==> src/rtl/weight_tap_loader_if.sv <==
// Command/response bundle between the layer controller, the tap loader and
// the weight bank read port.
interface weight_tap_loader_if #(
  parameter int nb_taps           = 5,
  parameter int buffer_addr_width = 7,
  parameter int group_cnt_width   = 8
);
  logic                         start;
  logic [buffer_addr_width-1:0] base_addr;
  logic [group_cnt_width-1:0]   num_groups;
  logic [3:0]                   n_ap_in;
  logic                         taps_ack;
  logic [buffer_addr_width-1:0] rAddr;
  logic                         buffer_rEn;
  logic [nb_taps-1:0]           weight_load_en;
  logic [3:0]                   n_ap;
  logic                         taps_valid;
  logic                         busy;
  logic                         done;

  modport master (
    output start, base_addr, num_groups, n_ap_in, taps_ack,
    input  rAddr, buffer_rEn, weight_load_en, n_ap, taps_valid, busy, done
  );

  modport slave (
    input  start, base_addr, num_groups, n_ap_in, taps_ack,
    output rAddr, buffer_rEn, weight_load_en, n_ap, taps_valid, busy, done
  );
endinterface

==> src/rtl/weight_tap_loader.sv <==
// Read-side sequencer for one weight bank: streams nb_taps words per group into
// the tap registers and holds each group until the PE array acknowledges it.
module weight_tap_loader #(
  parameter int nb_taps           = 5,
  parameter int buffer_depth      = 72,
  parameter int buffer_addr_width = $clog2(buffer_depth),
  parameter int group_cnt_width   = 8
) (
  input  logic               clk,
  input  logic               rst,
  weight_tap_loader_if.slave bus
);
  localparam int kw = (nb_taps > 1) ? $clog2(nb_taps) : 1;
  localparam logic [kw-1:0]                k_last    = kw'(nb_taps - 1);
  localparam logic [buffer_addr_width-1:0] addr_last = buffer_addr_width'(buffer_depth - 1);
  localparam logic [nb_taps-1:0]           tap0      = nb_taps'(1);

  typedef enum logic [2:0] {IDLE, READ, SETTLE, HOLD, DONE} state_t;

  state_t                       state, state_n;
  logic [buffer_addr_width-1:0] addr;
  logic [kw-1:0]                k;
  logic [group_cnt_width-1:0]   grp;
  logic [3:0]                   nap_q;
  logic [nb_taps-1:0]           wle;

  always_ff @(posedge clk) begin
    if (rst) begin
      state <= IDLE;
      addr  <= '0;
      k     <= '0;
      grp   <= '0;
      nap_q <= '0;
      wle   <= '0;
    end else begin
      state <= state_n;
      // Strobe trails the read by one cycle to line up with SRAM read data.
      wle   <= (state == READ) ? (tap0 << k) : '0;
      unique case (state)
        IDLE: if (bus.start) begin
          addr  <= bus.base_addr;
          grp   <= bus.num_groups;
          nap_q <= bus.n_ap_in;
          k     <= '0;
        end
        READ: begin
          // Depth need not be a power of two, so wrap on an explicit compare.
          addr <= (addr == addr_last) ? '0 : addr + 1'b1;
          k    <= (k == k_last) ? '0 : k + 1'b1;
        end
        HOLD: if (bus.taps_ack) grp <= grp - 1'b1;
        default: ;
      endcase
    end
  end

  always_comb begin
    state_n = state;
    unique case (state)
      IDLE:    if (bus.start) state_n = (bus.num_groups != '0) ? READ : DONE;
      READ:    if (k == k_last) state_n = SETTLE;
      SETTLE:  state_n = HOLD;
      HOLD:    if (bus.taps_ack)
                 state_n = (grp == group_cnt_width'(1)) ? DONE : READ;
      DONE:    state_n = IDLE;
      default: state_n = IDLE;
    endcase
  end

  assign bus.rAddr          = addr;
  assign bus.buffer_rEn     = (state != READ);
  assign bus.weight_load_en = wle;
  assign bus.n_ap           = nap_q;
  assign bus.taps_valid     = (state == HOLD);
  assign bus.busy           = (state != IDLE);
  assign bus.done           = (state == DONE);
endmodule

==> src/flat_wrapper.sv <==
// flat-port wrapper written by rule: the top's interface ports become plain ports
module weight_tap_loader_flat 
#(
  parameter int nb_taps           = 5,
  parameter int buffer_depth      = 72,
  parameter int buffer_addr_width = $clog2(buffer_depth),
  parameter int group_cnt_width   = 8
)
  (clk, rst, bus_start, bus_base_addr, bus_num_groups, bus_n_ap_in, bus_taps_ack, bus_rAddr, bus_buffer_rEn, bus_weight_load_en, bus_n_ap, bus_taps_valid, bus_busy, bus_done);
  weight_tap_loader_if #(.nb_taps(nb_taps), .buffer_addr_width(buffer_addr_width), .group_cnt_width(group_cnt_width)) bus_i ();
  input  logic clk;
  input  logic rst;
  input wire logic [$bits(bus_i.start)-1:0] bus_start;
  input wire logic [$bits(bus_i.base_addr)-1:0] bus_base_addr;
  input wire logic [$bits(bus_i.num_groups)-1:0] bus_num_groups;
  input wire logic [$bits(bus_i.n_ap_in)-1:0] bus_n_ap_in;
  input wire logic [$bits(bus_i.taps_ack)-1:0] bus_taps_ack;
  output wire logic [$bits(bus_i.rAddr)-1:0] bus_rAddr;
  output wire logic [$bits(bus_i.buffer_rEn)-1:0] bus_buffer_rEn;
  output wire logic [$bits(bus_i.weight_load_en)-1:0] bus_weight_load_en;
  output wire logic [$bits(bus_i.n_ap)-1:0] bus_n_ap;
  output wire logic [$bits(bus_i.taps_valid)-1:0] bus_taps_valid;
  output wire logic [$bits(bus_i.busy)-1:0] bus_busy;
  output wire logic [$bits(bus_i.done)-1:0] bus_done;
  assign bus_i.start = bus_start;
  assign bus_i.base_addr = bus_base_addr;
  assign bus_i.num_groups = bus_num_groups;
  assign bus_i.n_ap_in = bus_n_ap_in;
  assign bus_i.taps_ack = bus_taps_ack;
  assign bus_rAddr = bus_i.rAddr;
  assign bus_buffer_rEn = bus_i.buffer_rEn;
  assign bus_weight_load_en = bus_i.weight_load_en;
  assign bus_n_ap = bus_i.n_ap;
  assign bus_taps_valid = bus_i.taps_valid;
  assign bus_busy = bus_i.busy;
  assign bus_done = bus_i.done;
  weight_tap_loader #(.nb_taps(nb_taps), .buffer_depth(buffer_depth), .buffer_addr_width(buffer_addr_width), .group_cnt_width(group_cnt_width)) u_core (.clk(clk), .rst(rst), .bus(bus_i));
endmodule
==> config.mk <==
export PLATFORM = sky130hd
export DESIGN_NAME = weight_tap_loader_flat
export DESIGN_NICKNAME = d
export VERILOG_FILES = /design/src/rtl/weight_tap_loader_if.sv /design/src/rtl/weight_tap_loader.sv /design/src/flat_wrapper.sv
export SDC_FILE = /design/constraint.sdc
export NUM_CORES = 1
export LEC_CHECK = 0
export CAP_MARGIN = 10
export CORE_MARGIN = 4
export CORE_UTILIZATION = 43
export CTS_BUF_LIST = sky130_fd_sc_hd__clkbuf_16
export DETAILED_ROUTE_END_ITERATION = 10
export PLACE_DENSITY = 0.84
export SYNTH_ARGS = -nofsm -noshare
export SYNTH_HDL_FRONTEND = slang
export SYNTH_SLANG_ARGS = --single-unit
==> constraint.sdc <==
create_clock -name clk -period 1.6 [get_ports clk]
set_input_delay 0.24 -clock clk [delete_from_list [all_inputs] [get_ports clk]]
set_output_delay 0.24 -clock clk [all_outputs]
set_load 0.05 [all_outputs]
==> flow_summary.yaml <==
job:
  max_cap_violations: 0
cts:
  root_buffer: "clkbuf_16"
  cts_tree: "yes"
  clk_pin_slew_worst_paths_ns: 0.05
  clockBufferDepth: 2
  hold_buffers: 0
  clock-sinks: 30
  numCtsBuffers: 5
  clk_latency_ns: 0.27
  htreeDepth: 2
synthesis:
  netlist_instances: 194
  synth.largest_area_cell: "dfxtp_1"
  synthFlopType: "dfxtp_1"
  synth_warnings: 0
  seq_area_frac_synth: 0.370
  synth_top_cell_area_share: 0.370
  ys_ff_latch: 30
  syn_nets: 222
  synth.distinct_cells: 49
  syn-cell-area_mm2: 0.00162
  synthTopCellsByArea: "dfxtp_1, a21oi_1, nand2_1, buf_6, o21ai_0"
  synth_edf_count: 0
  ys_async_sr_fraction: 0
  avgSynthCellArea_um2: 8.36
global_routing:
  antenna_found_initial: 0
  track_usage: 0.169
  grt_first_pass_wirelength_um: 6720
  grt_pass1_vias: 1520
  grt_max_degree: 16
  gr-total-overflow: 0
timing:
  setup_viol: 0
  finalCriticalPeriod_ns: 1.57
  fmax_mhz: 636
  finalSetupTns_ns: 0
  whs_ns: 0.459
  fin_ws_ns: 0.0286
  hold_viol: 0
  slew_violations: 0
  rsz0062_at_grt: "true"
  relSlewSlack: 0.717
  fin_crit_sh: 0.982
  worstMarginPinSlew_ns: 0.424
  fin_skew_ns: 0.00561
finish:
  fin_nets: 288
  fillers: 302
  synthToLayoutAreaGrowth_pct: 49.6
  drive_gt1_frac: 0.303
  design_area_mm2: 0.00243
  antenna_cells: 0
pwr:
  power_density_mw_per_mm2: 897
  vdd_drop_max_uv: 520
  power_mw: 2.18
  power.leakage_nw: 0.973
place:
  gp_congestion: 0.860
  dpl-instance-area_mm2: 0.00218
  hpwl_um: 3030
  buffer_ports.inserted: 42
  dp_slack_ns: -0.234
floorplanning:
  ios: 43
  die_w_um: 69.4
  die_area_mm2: 0.00482
  rows: 22
  start_util: 0.443
  die_height_um: 69.4
  coreArea_mm2: 0.00366
worst_setup_path:
  required_ns: 1.36
  endpoint_kind: "primary output"
  path_buf_inv: 3
  path_class: "reg -> out"
  cp_top_family: "buffers and inverters"
  cpPeakStageDelay_ns: 0.35
  rrSetupSlack_ns: 0.06
  cp_max_fo: 5
  start_kind: "flop"
  arrival_ns: 1.33
  cp_cell_sequence: "buf_4 -> nor3b_4 -> inv_2 -> buf_8"
  slowest_stage: "dfxtp_4"
routing:
  num_vias: 1684
  finalWirelength_um: 4300
  routed_via_density: 5.45
  drtIter0Drc: 132
  routedWlPerCell_um: 13.9
  drc: 0
  dr.pass1.iters: 4
  antenna_left: 0
hold_path:
  hold_class: "reg -> reg"
run_status:
  outcome: "finished, final reports clean"
==> report_power, final <==
group	switching (mW)	internal [mW]	leakage (nW)	total, mW
Clock	0.297	0.559	0.0724	0.856
Combinational	0.263	0.222	0.650	0.485
Sequential	0.0445	0.793	0.250	0.837
==> synthesized netlist by cell type, types with 2 or more instances <==
cell type	count
nand3b_1	2
a2bb2oi_1	2
nor2b_1	2
o21ai_0	13
dfxtp_1	30
ha_1	5
a211oi_1	3
o21a_1	2
o31ai_1	3
o32ai_1	2
inv_1	7
a21oi_1	19
nand3_1	3
nand4_1	2
nor3b_1	3
and2_1	5
or3_2	2
or4_1	3
nor4_1	2
o2bb2ai_1	2
nor2_1	14
or3_1	2
nor3_1	12
nand2_1	21
a311oi_1	2
buf_6	6
and3_1	3
==> metrics by stage <==
step | util | std cells
final | 0.663 | 309
after floorplan | - | 194
after global routing | 0.663 | 309
after detailed placement | 0.595 | 296
after global placement | 0.595 | 296
after CTS | 0.638 | 304
==> worst min-delay path, cell delays in order (launching register included) <==
cell and delay [ns]:
dfxtp_1 0.31, nand2_1 0.05, a21oi_1 0.05
==> metal layers <==
| metal | track usage | wire length, um | part of all wire | vias to the layer above |
|---|---|---|---|---|
| li1 | - | - | - | 845 |
| met5 | 0 | 0 | 0 | - |
| met2 | 0.272 | 2110 | 0.49 | 59 |
| met1 | 0.211 | 1860 | 0.43 | 765 |
| met4 | 0.0911 | 115 | 0.027 | 0 |
| met3 | 0.0333 | 214 | 0.050 | 15 |
==> area by class of cell <==
| class | count | area, um2 | area share |
|---|---|---|---|
| flip-flops and latches | 30 | 617 | 0.254 |
| repair buffers | 67 | 626 | 0.258 |
| multi-input cells | 147 | 947 | 0.390 |
| repair inverters | 1 | 5.00 | 0.00206 |
| inverters | 8 | 35.0 | 0.0144 |
| clock buffers | 5 | 125 | 0.0515 |
| clock inverters | 3 | 12.5 | 0.00515 |
| well taps | 48 | 60.1 | 0.0247 |
==> flip-flops by register name, summed over array words and instances (netlist names) <==
| signal | count |
|---|---|
| u_core.bus.weight_load_en | 5 |
| u_core.bus.n_ap | 4 |
| u_core.grp | 8 |
| u_core.k | 3 |
| u_core.bus.rAddr | 7 |
| u_core.state | 3 |
==> cell families after synthesis <==
group                    after synthesis  share of synthesized area
AND/OR/NAND/NOR                       83                      0.274
AO/OA/AOI/OAI                         57                      0.232
flip-flops                            30                      0.370
buffers and inverters                 17                     0.0732
adder cells (fa/ha/maj)                5                     0.0386
XOR/XNOR                               1                    0.00540
multiplexers                           1                    0.00617
==> cells in the final DEF, fill, tap and decap left out, types with 4 or more instances in the layout <==
master / n
o21ai_0: 11
dfxtp_1: 21
nor2_1: 13
a21oi_1: 19
inv_1: 5
clkdlybuf4s50_1: 21
buf_4: 36
and2_1: 5
nor3_1: 11
nand2_1: 21
clkbuf_16: 5
ha_1: 4
dfxtp_2: 7
==> path summary, 6_finish.rpt <==
kind / endpoint / cells past startpoint / from
max: bus_buffer_rEn / 4 / u_core.state[1]$_SDFFE_PP0P_
max reg2reg: u_core.bus.rAddr[4]$_SDFFE_PP0P_ / 6 / u_core.state[1]$_SDFFE_PP0P_
min: u_core.bus.n_ap[2]$_SDFFE_PP0P_ / 2 / u_core.bus.n_ap[2]$_SDFFE_PP0P_
min reg2reg: u_core.bus.n_ap[2]$_SDFFE_PP0P_ / 2 / u_core.bus.n_ap[2]$_SDFFE_PP0P_
==> repair_timing <==
| item | in CTS | in global routing |
|---|---|---|
| gates resized for setup | 9 | 21 |
| setup buffers | 0 | 4 |
| endpoints found under the setup margin | 5 | 9 |
| pin swaps | 1 | 7 |
| gates cloned | 0 | 1 |
No activity file was read; power rests on OpenSTA's default activity.
